File: config.mk
export PLATFORM = sky130hd
export DESIGN_NAME = decoy_odelay_ctrl
export DESIGN_NICKNAME = d
export VERILOG_FILES = /design/src/rtl/decoy_odelay_ctrl.sv
export SDC_FILE = /design/constraint.sdc
export NUM_CORES = 1
export LEC_CHECK = 0
export CAP_MARGIN = 20
export CORE_MARGIN = 4
export CORE_UTILIZATION = 55
export DETAILED_ROUTE_END_ITERATION = 7
export GPL_TIMING_DRIVEN = 1
export HOLD_SLACK_MARGIN = 0.12
export PLACE_DENSITY = 0.78
export SLEW_MARGIN = 20
export SYNTH_ARGS = -nofsm -noshare
export SYNTH_HDL_FRONTEND = slang
export SYNTH_SLANG_ARGS = --single-unit
export TNS_END_PERCENT = 100
File: constraint.sdc
create_clock -name s_axil_aclk -period 3.8 [get_ports s_axil_aclk]
set_input_delay 0.95 -clock s_axil_aclk [delete_from_list [all_inputs] [get_ports s_axil_aclk]]
set_output_delay 0.95 -clock s_axil_aclk [all_outputs]
set_load 0.02 [all_outputs]
File: src/rtl/decoy_odelay_ctrl.sv
// ODELAY3 tap controller: moves a delay line to a requested tap one CE pulse
// at a time, with VTC tracking suspended around the move and an optional
// PPS-aligned start. Readback is verified when the move completes.
module decoy_odelay_ctrl #(
  parameter int TAP_WIDTH  = 9,
  parameter int MAX_TAP    = 511,
  parameter int VTC_SETTLE = 10,
  parameter int STEP_GAP   = 4
) (
  input  logic                 s_axil_aclk,
  input  logic                 s_axil_aresetn,
  input  logic                 pps_i,
  input  logic [TAP_WIDTH-1:0] cfg_tap_target,
  input  logic                 cfg_sync_pps,
  input  logic                 cfg_tap_valid,
  output logic                 cfg_busy,
  output logic                 cfg_done,
  output logic                 err_busy,
  output logic                 err_mismatch,
  input  logic [TAP_WIDTH-1:0] odelay_cntvalueout,
  output logic                 odelay_ce,
  output logic                 odelay_inc,
  output logic                 odelay_en_vtc
);

  localparam int CNT_MAX = (VTC_SETTLE > STEP_GAP) ? VTC_SETTLE : STEP_GAP;
  localparam int CNT_W   = $clog2(CNT_MAX + 1);
  localparam logic [CNT_W-1:0]     SETTLE_LAST = CNT_W'(VTC_SETTLE - 1);
  localparam logic [CNT_W-1:0]     GAP_LAST    = CNT_W'(STEP_GAP - 1);
  localparam logic [TAP_WIDTH-1:0] MAX_T       = TAP_WIDTH'(MAX_TAP);

  typedef enum logic [2:0] {
    IDLE, WAIT_PPS, VTC_OFF, STEP, GAP, VTC_ON, DONE
  } state_t;

  state_t               state;
  logic [CNT_W-1:0]     cnt;
  logic [TAP_WIDTH-1:0] target;
  logic [TAP_WIDTH-1:0] cur_tap;

  logic                 req_vld;
  logic                 req_sync;
  logic [TAP_WIDTH-1:0] req_tap;

  logic pps_meta, pps_sync, pps_prev;
  logic pps_rise;

  // Saturate a requested tap to the highest legal tap so cur_tap cannot wrap
  function automatic logic [TAP_WIDTH-1:0] clamp_tap(input logic [TAP_WIDTH-1:0] t);
    return (t > MAX_T) ? MAX_T : t;
  endfunction

  // One tap towards the target in the direction already driven on INC
  function automatic logic [TAP_WIDTH-1:0] step_tap(input logic [TAP_WIDTH-1:0] t,
                                                    input logic up);
    return up ? (t + 1'b1) : (t - 1'b1);
  endfunction

  assign pps_rise = pps_sync & ~pps_prev;

  // Request strobe/mode register stage (control only)
  always_ff @(posedge s_axil_aclk or negedge s_axil_aresetn) begin
    if (!s_axil_aresetn) begin
      req_vld  <= 1'b0;
      req_sync <= 1'b0;
    end else begin
      req_vld  <= cfg_tap_valid;
      req_sync <= cfg_sync_pps;
    end
  end

  // Requested tap value travels with req_vld; data path needs no reset
  always_ff @(posedge s_axil_aclk) begin
    req_tap <= cfg_tap_target;
  end

  // Two-flop PPS synchroniser plus a delayed copy for rising-edge detect
  always_ff @(posedge s_axil_aclk or negedge s_axil_aresetn) begin
    if (!s_axil_aresetn) begin
      pps_meta <= 1'b0;
      pps_sync <= 1'b0;
      pps_prev <= 1'b0;
    end else begin
      pps_meta <= pps_i;
      pps_sync <= pps_meta;
      pps_prev <= pps_sync;
    end
  end

  // Sequencer: VTC off, settle, step CE with gaps, VTC on, settle, verify
  always_ff @(posedge s_axil_aclk or negedge s_axil_aresetn) begin
    if (!s_axil_aresetn) begin
      state         <= IDLE;
      cnt           <= '0;
      target        <= '0;
      cur_tap       <= '0;
      odelay_ce     <= 1'b0;
      odelay_inc    <= 1'b0;
      odelay_en_vtc <= 1'b1;
      cfg_busy      <= 1'b0;
      cfg_done      <= 1'b0;
      err_busy      <= 1'b0;
      err_mismatch  <= 1'b0;
    end else begin
      odelay_ce <= 1'b0;
      cfg_done  <= 1'b0;
      err_busy  <= req_vld && (state != IDLE);
      case (state)
        IDLE: begin
          if (req_vld) begin
            target       <= clamp_tap(req_tap);
            err_mismatch <= 1'b0;
            cfg_busy     <= 1'b1;
            cnt          <= '0;
            if (req_sync) begin
              state <= WAIT_PPS;
            end else begin
              state         <= VTC_OFF;
              odelay_en_vtc <= 1'b0;
            end
          end
        end
        WAIT_PPS: begin
          if (pps_rise) begin
            state         <= VTC_OFF;
            odelay_en_vtc <= 1'b0;
            cnt           <= '0;
          end
        end
        VTC_OFF: begin
          if (cnt == SETTLE_LAST) begin
            cnt     <= '0;
            cur_tap <= odelay_cntvalueout;
            if (odelay_cntvalueout != target) begin
              state      <= STEP;
              odelay_ce  <= 1'b1;
              odelay_inc <= (target > odelay_cntvalueout);
            end else begin
              state         <= VTC_ON;
              odelay_en_vtc <= 1'b1;
            end
          end else begin
            cnt <= cnt + 1'b1;
          end
        end
        STEP: begin
          cur_tap <= step_tap(cur_tap, odelay_inc);
          cnt     <= '0;
          state   <= GAP;
        end
        GAP: begin
          if (cnt == GAP_LAST) begin
            cnt <= '0;
            if (cur_tap != target) begin
              state      <= STEP;
              odelay_ce  <= 1'b1;
              odelay_inc <= (target > cur_tap);
            end else begin
              state         <= VTC_ON;
              odelay_en_vtc <= 1'b1;
            end
          end else begin
            cnt <= cnt + 1'b1;
          end
        end
        VTC_ON: begin
          if (cnt == SETTLE_LAST) begin
            cnt      <= '0;
            state    <= DONE;
            cfg_done <= 1'b1;
          end else begin
            cnt <= cnt + 1'b1;
          end
        end
        DONE: begin
          if (odelay_cntvalueout != target) err_mismatch <= 1'b1;
          cfg_busy <= 1'b0;
          state    <= IDLE;
        end
        default: begin
          state <= IDLE;
        end
      endcase
    end
  end

endmodule

==> results of run 1 <==
[cell usage in the layout (no fill, tap or decap), types with 3 or more instances in the layout]
| master | n |
|---|---|
| sky130_fd_sc_hd__nor2_1 | 12 |
| sky130_fd_sc_hd__nand2_1 | 13 |
| sky130_fd_sc_hd__xor2_1 | 3 |
| sky130_fd_sc_hd__and3_1 | 7 |
| sky130_fd_sc_hd__a21oi_1 | 14 |
| sky130_fd_sc_hd__nor2b_1 | 8 |
| sky130_fd_sc_hd__clkbuf_8 | 6 |
| sky130_fd_sc_hd__inv_1 | 26 |
| sky130_fd_sc_hd__nand3_1 | 8 |
| sky130_fd_sc_hd__a21o_1 | 4 |
| sky130_fd_sc_hd__clkdlybuf4s50_1 | 28 |
| sky130_fd_sc_hd__o21ai_0 | 23 |
| sky130_fd_sc_hd__dfrtp_1 | 36 |
| sky130_fd_sc_hd__mux2i_1 | 6 |
| sky130_fd_sc_hd__a31oi_1 | 5 |
| sky130_fd_sc_hd__dfxtp_1 | 9 |
| sky130_fd_sc_hd__mux2_2 | 7 |
| sky130_fd_sc_hd__nor3_1 | 7 |
| sky130_fd_sc_hd__nand2b_1 | 4 |
| sky130_fd_sc_hd__and4_1 | 3 |
| sky130_fd_sc_hd__nor3b_1 | 3 |
| sky130_fd_sc_hd__o21a_1 | 3 |
| sky130_fd_sc_hd__ha_1 | 27 |
[metrics by stage]
step / utilization (%) / area, um^2 / hold slack (ps) / cells / total power, uW
6_report: 66.13 / 3144 / 357.8 / 373 / 855.8
5_1_grt: 66.13 / 3144 / 374.6 / 373 / 897.6
4_1_cts: 66.13 / 3144 / 361.4 / 373 / 865.5
3_5_place_dp: 64.13 / 3049 / 342.0 / 365 / 554.1
3_3_place_gp: 64.13 / 3049 / 334.9 / 365 / 552.8
2_1_floorplan: - / 2720 / 331.2 / 276 / 519.2
[sequential cells by signal (all words and copies together) (netlist names)]
name and count:
err_mismatch 1, req_tap 9, cnt 4, pps_sync 1
odelay_ce 1, cur_tap 9, cfg_done 1, pps_prev 1
cfg_busy 1, pps_meta 1, req_sync 1, odelay_en_vtc 1
err_busy 1, odelay_inc 1, target 9, req_vld 1
state 3
[metal layers]
layer / part of all wire, % / track usage [%] / wire length, um
met3: 4.3 / 3.899 / 235
met4: 1.4 / 6.294 / 78
met5: 0 / 0 / 0
met1: 48 / 26.27 / 2607
met2: 47 / 30.99 / 2555
[final timing paths]
kind                                         from                endpoint  slack (ps)  cells after the start
max                         odelay_cntvalueout[7]    state[1]$_DFFE_PN0P_        1320                      9
min                            pps_meta$_DFF_PN0_      pps_sync$_DFF_PN0_         360                      0
max reg2reg                odelay_inc$_DFFE_PN0P_  cur_tap[8]$_DFFE_PN0P_        1570                      7
min reg2reg                    pps_meta$_DFF_PN0_      pps_sync$_DFF_PN0_         360                      0
max in group asynchronous          s_axil_aresetn  cur_tap[0]$_DFFE_PN0P_        2490                      1
min in group asynchronous          s_axil_aresetn   target[0]$_DFFE_PN0P_         760                      1
[power breakdown]
| group | internal [uW] | total (uW) | switching [uW] |
|---|---|---|---|
| Clock | 146 | 313 | 166 |
| Combinational | 25.8 | 44.7 | 18.9 |
| Sequential | 496 | 498 | 2.62 |
[cell families (layout without fill, tap and decap cells)]
group	Yosys count	after routing	synth area share, %
XOR/XNOR	4	4	1.288
flip-flops	46	46	40.71
AO/OA/AOI/OAI	74	74	17.89
AND/OR/NAND/NOR	76	76	16.10
adder cells (fa/ha/maj)	28	28	13.16
buffers and inverters	34	64	5.335
multiplexers	14	14	5.520
[final cells by class]
type | count | area share, %
multi-input cells | 196 | 46.68
flip-flops and latches | 46 | 35.22
repair buffers | 30 | 9.312
inverters | 26 | 3.104
well taps | 67 | 2.666
clock buffers | 6 | 2.626
clock inverters | 2 | 0.3979
[worst max-delay path: stages]
cell                              delay [ps]
sky130_fd_sc_hd__clkdlybuf4s50_1         510
sky130_fd_sc_hd__inv_1                    60
sky130_fd_sc_hd__ha_1                    310
sky130_fd_sc_hd__nand3_1                  80
sky130_fd_sc_hd__nor3_1                  130
sky130_fd_sc_hd__buf_4                   170
sky130_fd_sc_hd__o22ai_1                  80
sky130_fd_sc_hd__a221oi_1                270
sky130_fd_sc_hd__o21bai_1                100
==> results.toml, run 1 <==
[run_status]
outcome = "finished clean"

[finish]
antennaDiodeCount = 0
number_of_nets_in_the_final_layout = 356
filler_cell_count = 392
final_layout_size_suffix_gt1_share_pct = 8.497
multi_input_area_mm2 = 0.001468
register_area_mm2 = 0.001107
syn_to_final_growth_pct = 15.59

[floorplanning]
coreArea_mm2 = 0.004755
floorplan.die.width_um = 78.33
initial_core_util_pct = 57.21
design.portCount = 30
rows = 25
vert_die_dim_um = 78.33
die-area_mm2 = 0.006135

[yosys]
synth.top_cells.by_area = "sky130_fd_sc_hd__dfrtp_1, sky130_fd_sc_hd__ha_1, sky130_fd_sc_hd__dfxtp_1, sky130_fd_sc_hd__o21ai_0, sky130_fd_sc_hd__inv_1"
yosysMostFrequentCell = "sky130_fd_sc_hd__dfrtp_1"
yosysTopAreaCell = "sky130_fd_sc_hd__dfrtp_1"
synth_edf_count = 0
synthesis.instances = 276
yosysWarnings = 0
synthFlopType = "sky130_fd_sc_hd__dfrtp_1"
ys_async_sr_fraction_pct = 80.43
post_synthesis_area_per_instance_um2 = 9.855
ys_ff_latch = 46
synth.distinct_cells = 58
post_synth_most_frequent_cells = "sky130_fd_sc_hd__dfrtp_1, sky130_fd_sc_hd__ha_1, sky130_fd_sc_hd__inv_1"
synth_largest_type_area_fraction_pct = 33.12
synthesis.nets = 327
area_of_the_mapped_netlist_mm2 = 0.002720
synth-seq-area-share_pct = 40.71

[timing]
fin_ws_ps = 1319
min_period_over_period_pct = 65.29
totalNegativeSetupSlack_ps = 0
setup_viol_count_final = 0
tightestPinTransition_ps = 894.9
rsz0062_at_grt = "no"
slew_headroom_pct = 40.34
timing.final.max_slew_violations = 0
period_needed_ps = 2481
fmax_ghz = 0.4030
final-hold-violation-count = 0
clock-skew-final_ps = 9.128

[global_routing]
groute.usage.overall_pct = 19.33
first_global_vias = 2019
grt_start_max_net_pins = 38
grt_first_pass_wirelength_um = 9294
globalRouteOverflowTotal = 0
grt_antenna_before_repair = 0

[routing]
detail_route.wl_per_cell_um = 14.68
route.detailed.drc = 0
antenna_left = 0
avgViaCountPerCell = 5.649
routed-via-count = 2107
drtPass1Iterations = 4
drt-initial-drc-count = 93
wl_um = 5476

[cts]
cts_tree = "yes"
cts-root-to-sink-buffers = 2
cts.repair_timing.setup_buffer_count = 0
clock_latency_reported_for_the_late_side_of_the_worst_skew_pair_ps = 310
clkSinkCount = 46
cts.repair.resized = 0
post_cts_hold_buffer_count = 0
path_clk_slew_ps = 80
cts_made_buffers = 5
cts_h_tree_lvls = 2
cts-root-buf = "sky130_fd_sc_hd__clkbuf_8"

[placement]
dp_worst_setup_slack_ps = 1027
port_buffers = 29
hpwl_um = 4180
gp_routability_congestion = 0.8659

[worst_setup_path]
criticalPathCategory = "primary input to flop"
worstPathRequired_ps = 3990
crit_fanout = 6
endpoint_kind = "flop"
cp-start-kind = "primary input"
worst-endpoint-arrival_ps = 2670

[power_and_ir_drop]
p_leak_uw = 0.001487
power-per-cell-area_mw_per_mm2 = 272.2
max-vdd-ir-drop_uv = 265.5

[hold_path]
holdCritPathClass = "flop to flop"

[run]
count_of_max_cap_constraint_violations = 0
Power figures use the tool's default switching activity.
==> inputs of run 2 (changes only) <==
CORE_UTILIZATION = 51   (was 55)
PLACE_DENSITY = 0.76   (was 0.78)
clock period = 2.15 ns   (was 3.8 ns; I/O delays follow)
==> results.toml, run 2 (same netlist as run 1, synthesis figures left out) <==
[finish]
syn_to_final_growth_pct = 22.45
antennaDiodeCount = 0
final_layout_size_suffix_gt1_share_pct = 14.24
reg_top3 = "cur_tap (9), req_tap (9), target (9)"
final_util_pct = 64.80
final_cell_mix = "sky130_fd_sc_hd__dfrtp_1, sky130_fd_sc_hd__clkdlybuf4s50_1, sky130_fd_sc_hd__ha_1"
register_area_mm2 = 0.001107
multi_input_area_mm2 = 0.001511
layout.cells.most_common = "sky130_fd_sc_hd__dfrtp_1"
finalInstanceArea_mm2 = 0.003331
filler_cell_count = 434
number_of_nets_in_the_final_layout = 373

[power_and_ir_drop]
max-vdd-ir-drop_uv = 479.7
share_comb_of_total_power_pct = 5.6
power-per-cell-area_mw_per_mm2 = 476.1
power.internal_uw = 1278
net-switching-power_uw = 307.9
p_leak_uw = 0.001593
reg_power_share_pct = 55.6
share_clk_of_total_power_pct = 38.8
netSwitchingFraction_pct = 19.41

[global_routing]
grt_start_max_net_pins = 38
groute.usage.overall_pct = 19.52
globalRouteOverflowTotal = 0
first_global_vias = 2183
grt_antenna_before_repair = 0
grt_first_pass_wirelength_um = 10060

[routing]
detail_route.wl_per_cell_um = 14.75
route.detailed.drc = 0
avgViaCountPerCell = 5.595
wl_um = 5798
antenna_left = 0
drtPass1Iterations = 4
drt-initial-drc-count = 124
routed-via-count = 2199

[run_status]
outcome = "finished clean"

[cts]
cts-root-buf = "sky130_fd_sc_hd__clkbuf_8"
clock_latency_reported_for_the_late_side_of_the_worst_skew_pair_ps = 290
clkSinkCount = 46
cts_made_buffers = 5
cts.repair_timing.setup_buffer_count = 0
cts_tree = "yes"
path_clk_slew_ps = 80
cts_h_tree_lvls = 2
cts-root-to-sink-buffers = 2

[floorplanning]
rows = 26
vert_die_dim_um = 81.03
floorplan.die.width_um = 81.03
design.portCount = 30
initial_core_util_pct = 52.92
die-area_mm2 = 0.006566
coreArea_mm2 = 0.005140

[timing]
setup_viol_count_final = 0
fmax_ghz = 0.4854
rsz0062_at_grt = "no"
min_period_over_period_pct = 95.82
final-hold-violation-count = 0
slew_headroom_pct = 52.42
period_needed_ps = 2060
clock-skew-final_ps = 7.595
timing.final.max_slew_violations = 0
fin_ws_ps = 89.85
tightestPinTransition_ps = 713.7

[placement]
port_buffers = 29
hpwl_um = 4391
gp_routability_congestion = 0.8518
dp_worst_setup_slack_ps = -332.4
place_area_mm2 = 0.003181

[worst_setup_path]
crit_fanout = 5
endpoint_kind = "flop"
criticalPathCategory = "primary input to flop"
worst_path_largest_cell_delay_ps = 460
cp-start-kind = "primary input"
ordered_cell_list_for_the_critical_path = "clkdlybuf4s50_1, inv_1, ha_1, nand4_1, nor3_1, buf_4, o22ai_1, a221oi_2, o21bai_1"
timing.reg2reg.setup_slack_ps = 140
worstPathRequired_ps = 2330
worst-endpoint-arrival_ps = 2240
worst_path_max_delay_cell = "sky130_fd_sc_hd__clkdlybuf4s50_1"

[run]
count_of_max_cap_constraint_violations = 0

[hold_path]
holdCritPathClass = "primary input to async pin"
-- run 2: cell types whose count changed in the layout (fill, tap and decap cells not counted), moves of 2 or more --
cell / previous run / this run
sky130_fd_sc_hd__clkbuf_1: 0 / 2
sky130_fd_sc_hd__a2111oi_0: 2 / 0
sky130_fd_sc_hd__a2111oi_1: 0 / 2
sky130_fd_sc_hd__buf_4: 1 / 18
-- run 2: metal layers --
metal / wire length, um / GRT usage [%] / share of wire (%) / up-vias
met5: 0 / 0 / 0 / -
met4: 82 / 6.757 / 1.4 / 0
met3: 204 / 2.661 / 3.5 / 8
met2: 2688 / 31.20 / 46 / 43
met1: 2823 / 27.23 / 49 / 1050
li1: - / - / - / 1098
-- run 2: worst paths after layout --
| path | start | cells after the start | to |
|---|---|---|---|
| max | odelay_cntvalueout[8] | 9 | state[1]$_DFFE_PN0P_ |
| min | s_axil_aresetn | 2 | err_busy$_DFF_PN0_ |
| min reg2reg | pps_meta$_DFF_PN0_ | 0 | pps_sync$_DFF_PN0_ |
| max reg2reg | odelay_inc$_DFFE_PN0P_ | 7 | cur_tap[8]$_DFFE_PN0P_ |
| min in group s_axil_aclk | pps_meta$_DFF_PN0_ | 0 | pps_sync$_DFF_PN0_ |
| max in group asynchronous | s_axil_aresetn | 2 | odelay_en_vtc$_DFFE_PN1P_ |
-- run 2: area by class of cell --
class	instances	area share [%]
clock buffer	7	2.292
clock inverter	1	0.9016
inverter	26	2.930
multi-input combinational	196	45.38
sequential	46	33.25
timing repair buffer	47	12.62
tap	70	2.630
-- run 2: timing repair --
action,4_1_cts,5_1_grt
pin swaps,0,2
gates resized for setup,1,8
hold buffers,0,0
setup endpoints to repair,1,6
-- run 2: metrics by stage --
step           power [uW]  hold slack (ps)  cells  setup TNS (ps)
2_1_floorplan       917.7            241.9    276               0
3_3_place_gp        985.9            333.4    385          -460.8
3_5_place_dp        987.8            337.8    385          -701.6
4_1_cts              1607            294.0    393               0
5_1_grt              1657            310.2    393               0
6_report             1586            280.3    393               0
-- run 2: power by group through the flow --
| stage | clock network, uW | registers, uW | logic, uW |
|---|---|---|---|
| 5_1_grt | 675 | 883 | 97.9 |
| 6_report | 616 | 881 | 88.6 |
| 3_5_place_dp | 0 | 899 | 88.9 |
| 4_1_cts | 636 | 881 | 89.4 |
| 2_1_floorplan | 0 | 899 | 18.9 |
| 3_3_place_gp | 0 | 898 | 87.6 |
-- run 2: critical path, delay by kind of cell --
| kind | cells | cell delay (ps) |
|---|---|---|
| buf+inv | 3 | 690 |
| fa+ha+maj | 1 | 310 |
| compound gates | 3 | 430 |
| simple gates | 2 | 260 |
